### src/rtl/nibble_serial_add_ctrl.sv
// Nibble-serial adder controller: sequences a WIDTH-bit add through one shared
// 4-bit ripple adder, LSB nibble first, with the carry chained in a register.
module nibble_serial_add_ctrl #(
  parameter int unsigned NIBBLES = 4
) (
  input  logic                   clk,
  input  logic                   reset,
  input  logic                   start,
  input  logic [4*NIBBLES-1:0]   a,
  input  logic [4*NIBBLES-1:0]   b,
  input  logic                   cin,
  output logic                   busy,
  output logic                   done,
  output logic [4*NIBBLES-1:0]   sum,
  output logic                   cout,
  output logic                   ovf,
  output logic [3:0]             add_a,
  output logic [3:0]             add_b,
  output logic                   add_cin,
  input  logic [3:0]             add_sum,
  input  logic                   add_carry
);

  localparam int unsigned WIDTH = 4 * NIBBLES;
  localparam int unsigned IDXW  = $clog2(NIBBLES);
  localparam logic [IDXW-1:0] LAST_IDX = IDXW'(NIBBLES - 1);

  typedef enum logic {IDLE, RUN} state_t;

  state_t            state_q, state_d;
  logic [IDXW-1:0]   idx_q, idx_d;
  logic [WIDTH-1:0]  a_q, a_d;
  logic [WIDTH-1:0]  b_q, b_d;
  logic              cin_q, cin_d;
  logic              carry_q, carry_d;
  logic [WIDTH-1:0]  sum_q, sum_d;
  logic              cout_q, cout_d;
  logic              ovf_q, ovf_d;
  logic              done_q, done_d;
  logic [IDXW+1:0]   base;

  // Bit offset of the nibble currently being processed.
  assign base = {idx_q, 2'b00};

  assign busy = (state_q == RUN);
  assign done = done_q;
  assign sum  = sum_q;
  assign cout = cout_q;
  assign ovf  = ovf_q;

  // State and datapath registers; reset clears everything asynchronously.
  always_ff @(posedge clk or posedge reset) begin
    if (reset) begin
      state_q <= IDLE;
      idx_q   <= '0;
      a_q     <= '0;
      b_q     <= '0;
      cin_q   <= 1'b0;
      carry_q <= 1'b0;
      sum_q   <= '0;
      cout_q  <= 1'b0;
      ovf_q   <= 1'b0;
      done_q  <= 1'b0;
    end else begin
      state_q <= state_d;
      idx_q   <= idx_d;
      a_q     <= a_d;
      b_q     <= b_d;
      cin_q   <= cin_d;
      carry_q <= carry_d;
      sum_q   <= sum_d;
      cout_q  <= cout_d;
      ovf_q   <= ovf_d;
      done_q  <= done_d;
    end
  end

  // Next-state logic and adder drive; adder inputs come only from registers.
  always_comb begin
    state_d = state_q;
    idx_d   = idx_q;
    a_d     = a_q;
    b_d     = b_q;
    cin_d   = cin_q;
    carry_d = carry_q;
    sum_d   = sum_q;
    cout_d  = cout_q;
    ovf_d   = ovf_q;
    done_d  = 1'b0;
    add_a   = '0;
    add_b   = '0;
    add_cin = 1'b0;
    case (state_q)
      IDLE: begin
        if (start) begin
          a_d     = a;
          b_d     = b;
          cin_d   = cin;
          sum_d   = '0;
          idx_d   = '0;
          state_d = RUN;
        end
      end
      RUN: begin
        add_a   = a_q[base +: 4];
        add_b   = b_q[base +: 4];
        add_cin = (idx_q == '0) ? cin_q : carry_q;
        sum_d[base +: 4] = add_sum;
        carry_d = add_carry;
        idx_d   = idx_q + IDXW'(1);
        if (idx_q == LAST_IDX) begin
          cout_d  = add_carry;
          ovf_d   = (a_q[WIDTH-1] == b_q[WIDTH-1]) && (add_sum[3] != a_q[WIDTH-1]);
          state_d = IDLE;
          idx_d   = '0;
          done_d  = 1'b1;
        end
      end
      default: state_d = IDLE;
    endcase
  end

endmodule

### config.mk
export PLATFORM = sky130hd
export DESIGN_NAME = nibble_serial_add_ctrl
export DESIGN_NICKNAME = d
export VERILOG_FILES = /design/src/rtl/nibble_serial_add_ctrl.sv
export SDC_FILE = /design/constraint.sdc
export NUM_CORES = 1
export LEC_CHECK = 0
export ABC_AREA = 1
export BUFFER_PORTS_ARGS = -buffer_cell sky130_fd_sc_hd__buf_2
export CORE_AREA = 2 2 105 107
export CTS_BUF_LIST = sky130_fd_sc_hd__clkbuf_4 sky130_fd_sc_hd__clkbuf_8
export DETAILED_ROUTE_END_ITERATION = 10
export DIE_AREA = 0 0 107 109
export GPL_TIMING_DRIVEN = 0
export PLACE_DENSITY = 0.46
export SETUP_SLACK_MARGIN = 0.02
export SYNTH_ARGS = -nofsm -noshare
export SYNTH_HDL_FRONTEND = slang
export SYNTH_SLANG_ARGS = --single-unit
### constraint.sdc
create_clock -name clk -period 1.92 [get_ports clk]
set_input_delay 0.384 -clock clk [delete_from_list [all_inputs] [get_ports clk]]
set_output_delay 0.384 -clock clk [all_outputs]
set_load 0.01 [all_outputs]
==> qor.yml <==
rows: 38
avgSynthCellArea_um2: 8.25
cpPeakStageDelay_ns: 0.42
dr.pass1.iters: 4
p_leak_nw: 1.86
nNetsFinal: 461
cts_sinks: 56
grt-ovfl-total: 0
cp.required_ns: 1.54
grt_pass1_wl_um: 12000
place.gp.congestion: 0.757
utilization: 0.337
ys_ff_latch: 56
ir_worst_vdd_mv: 0.566
vias: 2363
end_kind: "primary output"
relSlewSlack: 0.486
fmax_ghz: 0.509
antenna_cells: 0
setup_viol: 2
synth-seq-area-share: 0.520
ioPinCount: 70
yosys.area.top_type: "dfrtp_1"
cpLargestDelayFamily: "buffers and inverters"
drc: 0
cpMostUsedCell: "buf_2"
cts_tree: "done"
die-area_um2: 11700
synth_top_area_frac: 0.520
rsz0062_at_grt: "true"
maxCapViolCount: 0
cts_buffer_depth: 2
arrival_ns: 1.58
antenna_found_initial: 0
period_share: 1.02
core_area_um2: 10600
netlist_area_um2: 2700
setup_ws_ns: -0.0455
worst_path_max_delay_cell: "dfrtp_1"
worst_slew_pin_slew_ns: 0.770
layout-drive-gt1-share: 0.309
p_per_area_nw_per_um2: 1570
clk_pin_slew_ns: 0.10
slew_violations: 0
cts_hold_buf: 0
area_growth_pct: 32.3
syn_inst: 327
hpwl_um: 5300
numCtsBuffers: 5
clock_latency_ns: 0.31
crit_chain: "buf_8 -> buf_2 -> nand2_1 -> nand3_1 -> a21oi_1 -> buf_2"
fp.dieW_um: 107
avgRoutedWirePerCell_um: 13.4
status: "finished, violations left"
power_w: 0.00560
io_buffers: 69
ys_types: 22
cp_num_buf_inv: 3
yosysWarnings: 0
drtAntennaViolNets: 0
path_class: "reg -> out"
whs_ns: 0.202
min_period_ns: 1.97
fin_skew_ns: 0.00668
grt_max_degree: 35
hp-class: "in -> async"
first_iter_violations: 107
start_util: 0.254
multi_input_area_um2: 1070
seq_area_um2: 1400
htreeDepth: 2
violations: "negative setup slack"
syn_nets: 374
wirelength_um: 7440
final_hold_viol_count: 0
grt_pass1_vias: 2346
critPathLaunchType: "register"
grt.total_usage: 0.134
fill_cells: 1144
fp.dieH_um: 109
worst-path-max-fanout: 10
root_buffer: "clkbuf_8"
via_per_inst: 4.27
synth_top_cells_by_area: "dfrtp_1 52%, nand2_1 14%, o21ai_0 7.6%, inv_1 6.4%, nand3_1 5.6%"
==> worst reg2reg max path: cells and delay by family, from the launching register on <==
kind	cells	cell delay, ns
compound gates	1	0.09
flops	1	0.40
fa+ha+maj	1	0.31
buf+inv	4	0.48
simple gates	3	0.33
==> flip-flops by register name, indices dropped and copies added, names as in the netlist <==
name	flops
done	1
cout	1
busy	1
b_q	16
carry_q	1
ovf	1
sum	16
a_q	16
idx_q	2
cin_q	1
==> cell type report <==
cell class              instances  area share
plain buffers                  15      0.0428
clock buffers                   7      0.0270
inverters                      48      0.0561
multi-input cells             208       0.301
flip-flops and latches         56       0.393
well taps                     140      0.0491
repair buffers                 80       0.131
==> Yosys cell counts <==
cell type and instances:
a21oi_1 9, a21oi_2 1, buf_2 3, buf_4 1, buf_6 8, clkbuf_1 2
clkbuf_2 1, clkinv_1 1, dfrtp_1 56, ha_1 6, inv_1 46, inv_4 1
nand2_1 103, nand2_2 1, nand2_4 1, nand3_1 30, nor2_1 6, nor2_2 2
nor3_4 2, o21ai_0 41, o21ai_1 5, o22ai_1 1
==> where the power goes <==
| part | internal (W) | leakage (nW) | switching, W |
|---|---|---|---|
| sequential | 0.00167 | 0.714 | 0.000180 |
| combinational | 0.00124 | 1.10 | 0.00180 |
| clock | 0.000323 | 0.0503 | 0.000380 |
| total | 0.00323 | 1.86 | 0.00236 |
==> metal layers <==
metal | vias up | routed length [um] | global-route usage
met5 | - | 0 | 0
met1 | 1102 | 3480 | 0.177
met3 | 8 | 347 | 0.0281
met2 | 59 | 3540 | 0.225
li1 | 1194 | - | -
met4 | 0 | 77 | 0.0334
==> through the flow <==
step	instance area (um2)	setup slack (ns)	cells	setup TNS, ns
after global routing	3570	-0.111	554	-0.561
final	3570	-0.0455	554	-0.0643
after detailed placement	3240	-0.267	537	-1.44
after global placement	3220	-0.670	536	-38.39
after floorplan	2700	0.165	327	0
after CTS	3520	-0.0474	553	-0.223
==> what timing repair did <==
item | in CTS | in global routing
gates cloned | 1 | 0
setup buffers | 8 | 1
pin swaps | 5 | 5
endpoints found under the setup margin | 25 | 13
resized for setup | 21 | 14
==> cells in the final DEF, fill, tap and decap left out <==
cell type	count
a21oi_1	5
a21oi_2	5
buf_12	1
buf_16	2
buf_2	71
buf_4	9
buf_6	7
buf_8	2
clkbuf_1	1
clkbuf_2	2
clkbuf_8	7
clkinv_8	1
dfrtp_1	56
ha_1	4
ha_4	2
inv_1	45
inv_2	1
inv_8	1
nand2_1	99
nand2_2	4
nand2_4	2
nand3_1	24
nand3_2	6
nor2_1	5
nor2_2	3
nor3_4	2
o21ai_0	40
o21ai_1	6
o22ai_1	1
==> worst paths after layout <==
check | startpoint | endpoint | slack, ns | cells after the start
max | idx_q[0] | add_b[1] | -0.05 | 6
min | reset | sum[9] | 0.20 | 2
max reg2reg | idx_q[0] | sum[9] | 0.24 | 9
min reg2reg | sum[13] | sum[13] | 0.47 | 2
max in group asynchronous | reset | b_q[0] | 1.14 | 3
min in group clk | a[9] | a_q[9] | 0.27 | 3
==> cell families (layout without fill, tap and decap cells) <==
kind of cell | Yosys count | count (layout) | share of synthesized area
flip-flops | 56 | 56 | 0.520
AND/OR/NAND/NOR | 145 | 145 | 0.231
buffers and inverters | 63 | 150 | 0.114
adder cells (fa/ha/maj) | 6 | 6 | 0.0278
AO/OA/AOI/OAI | 57 | 57 | 0.108
Note: power is estimated with default switching activity, not from simulation.
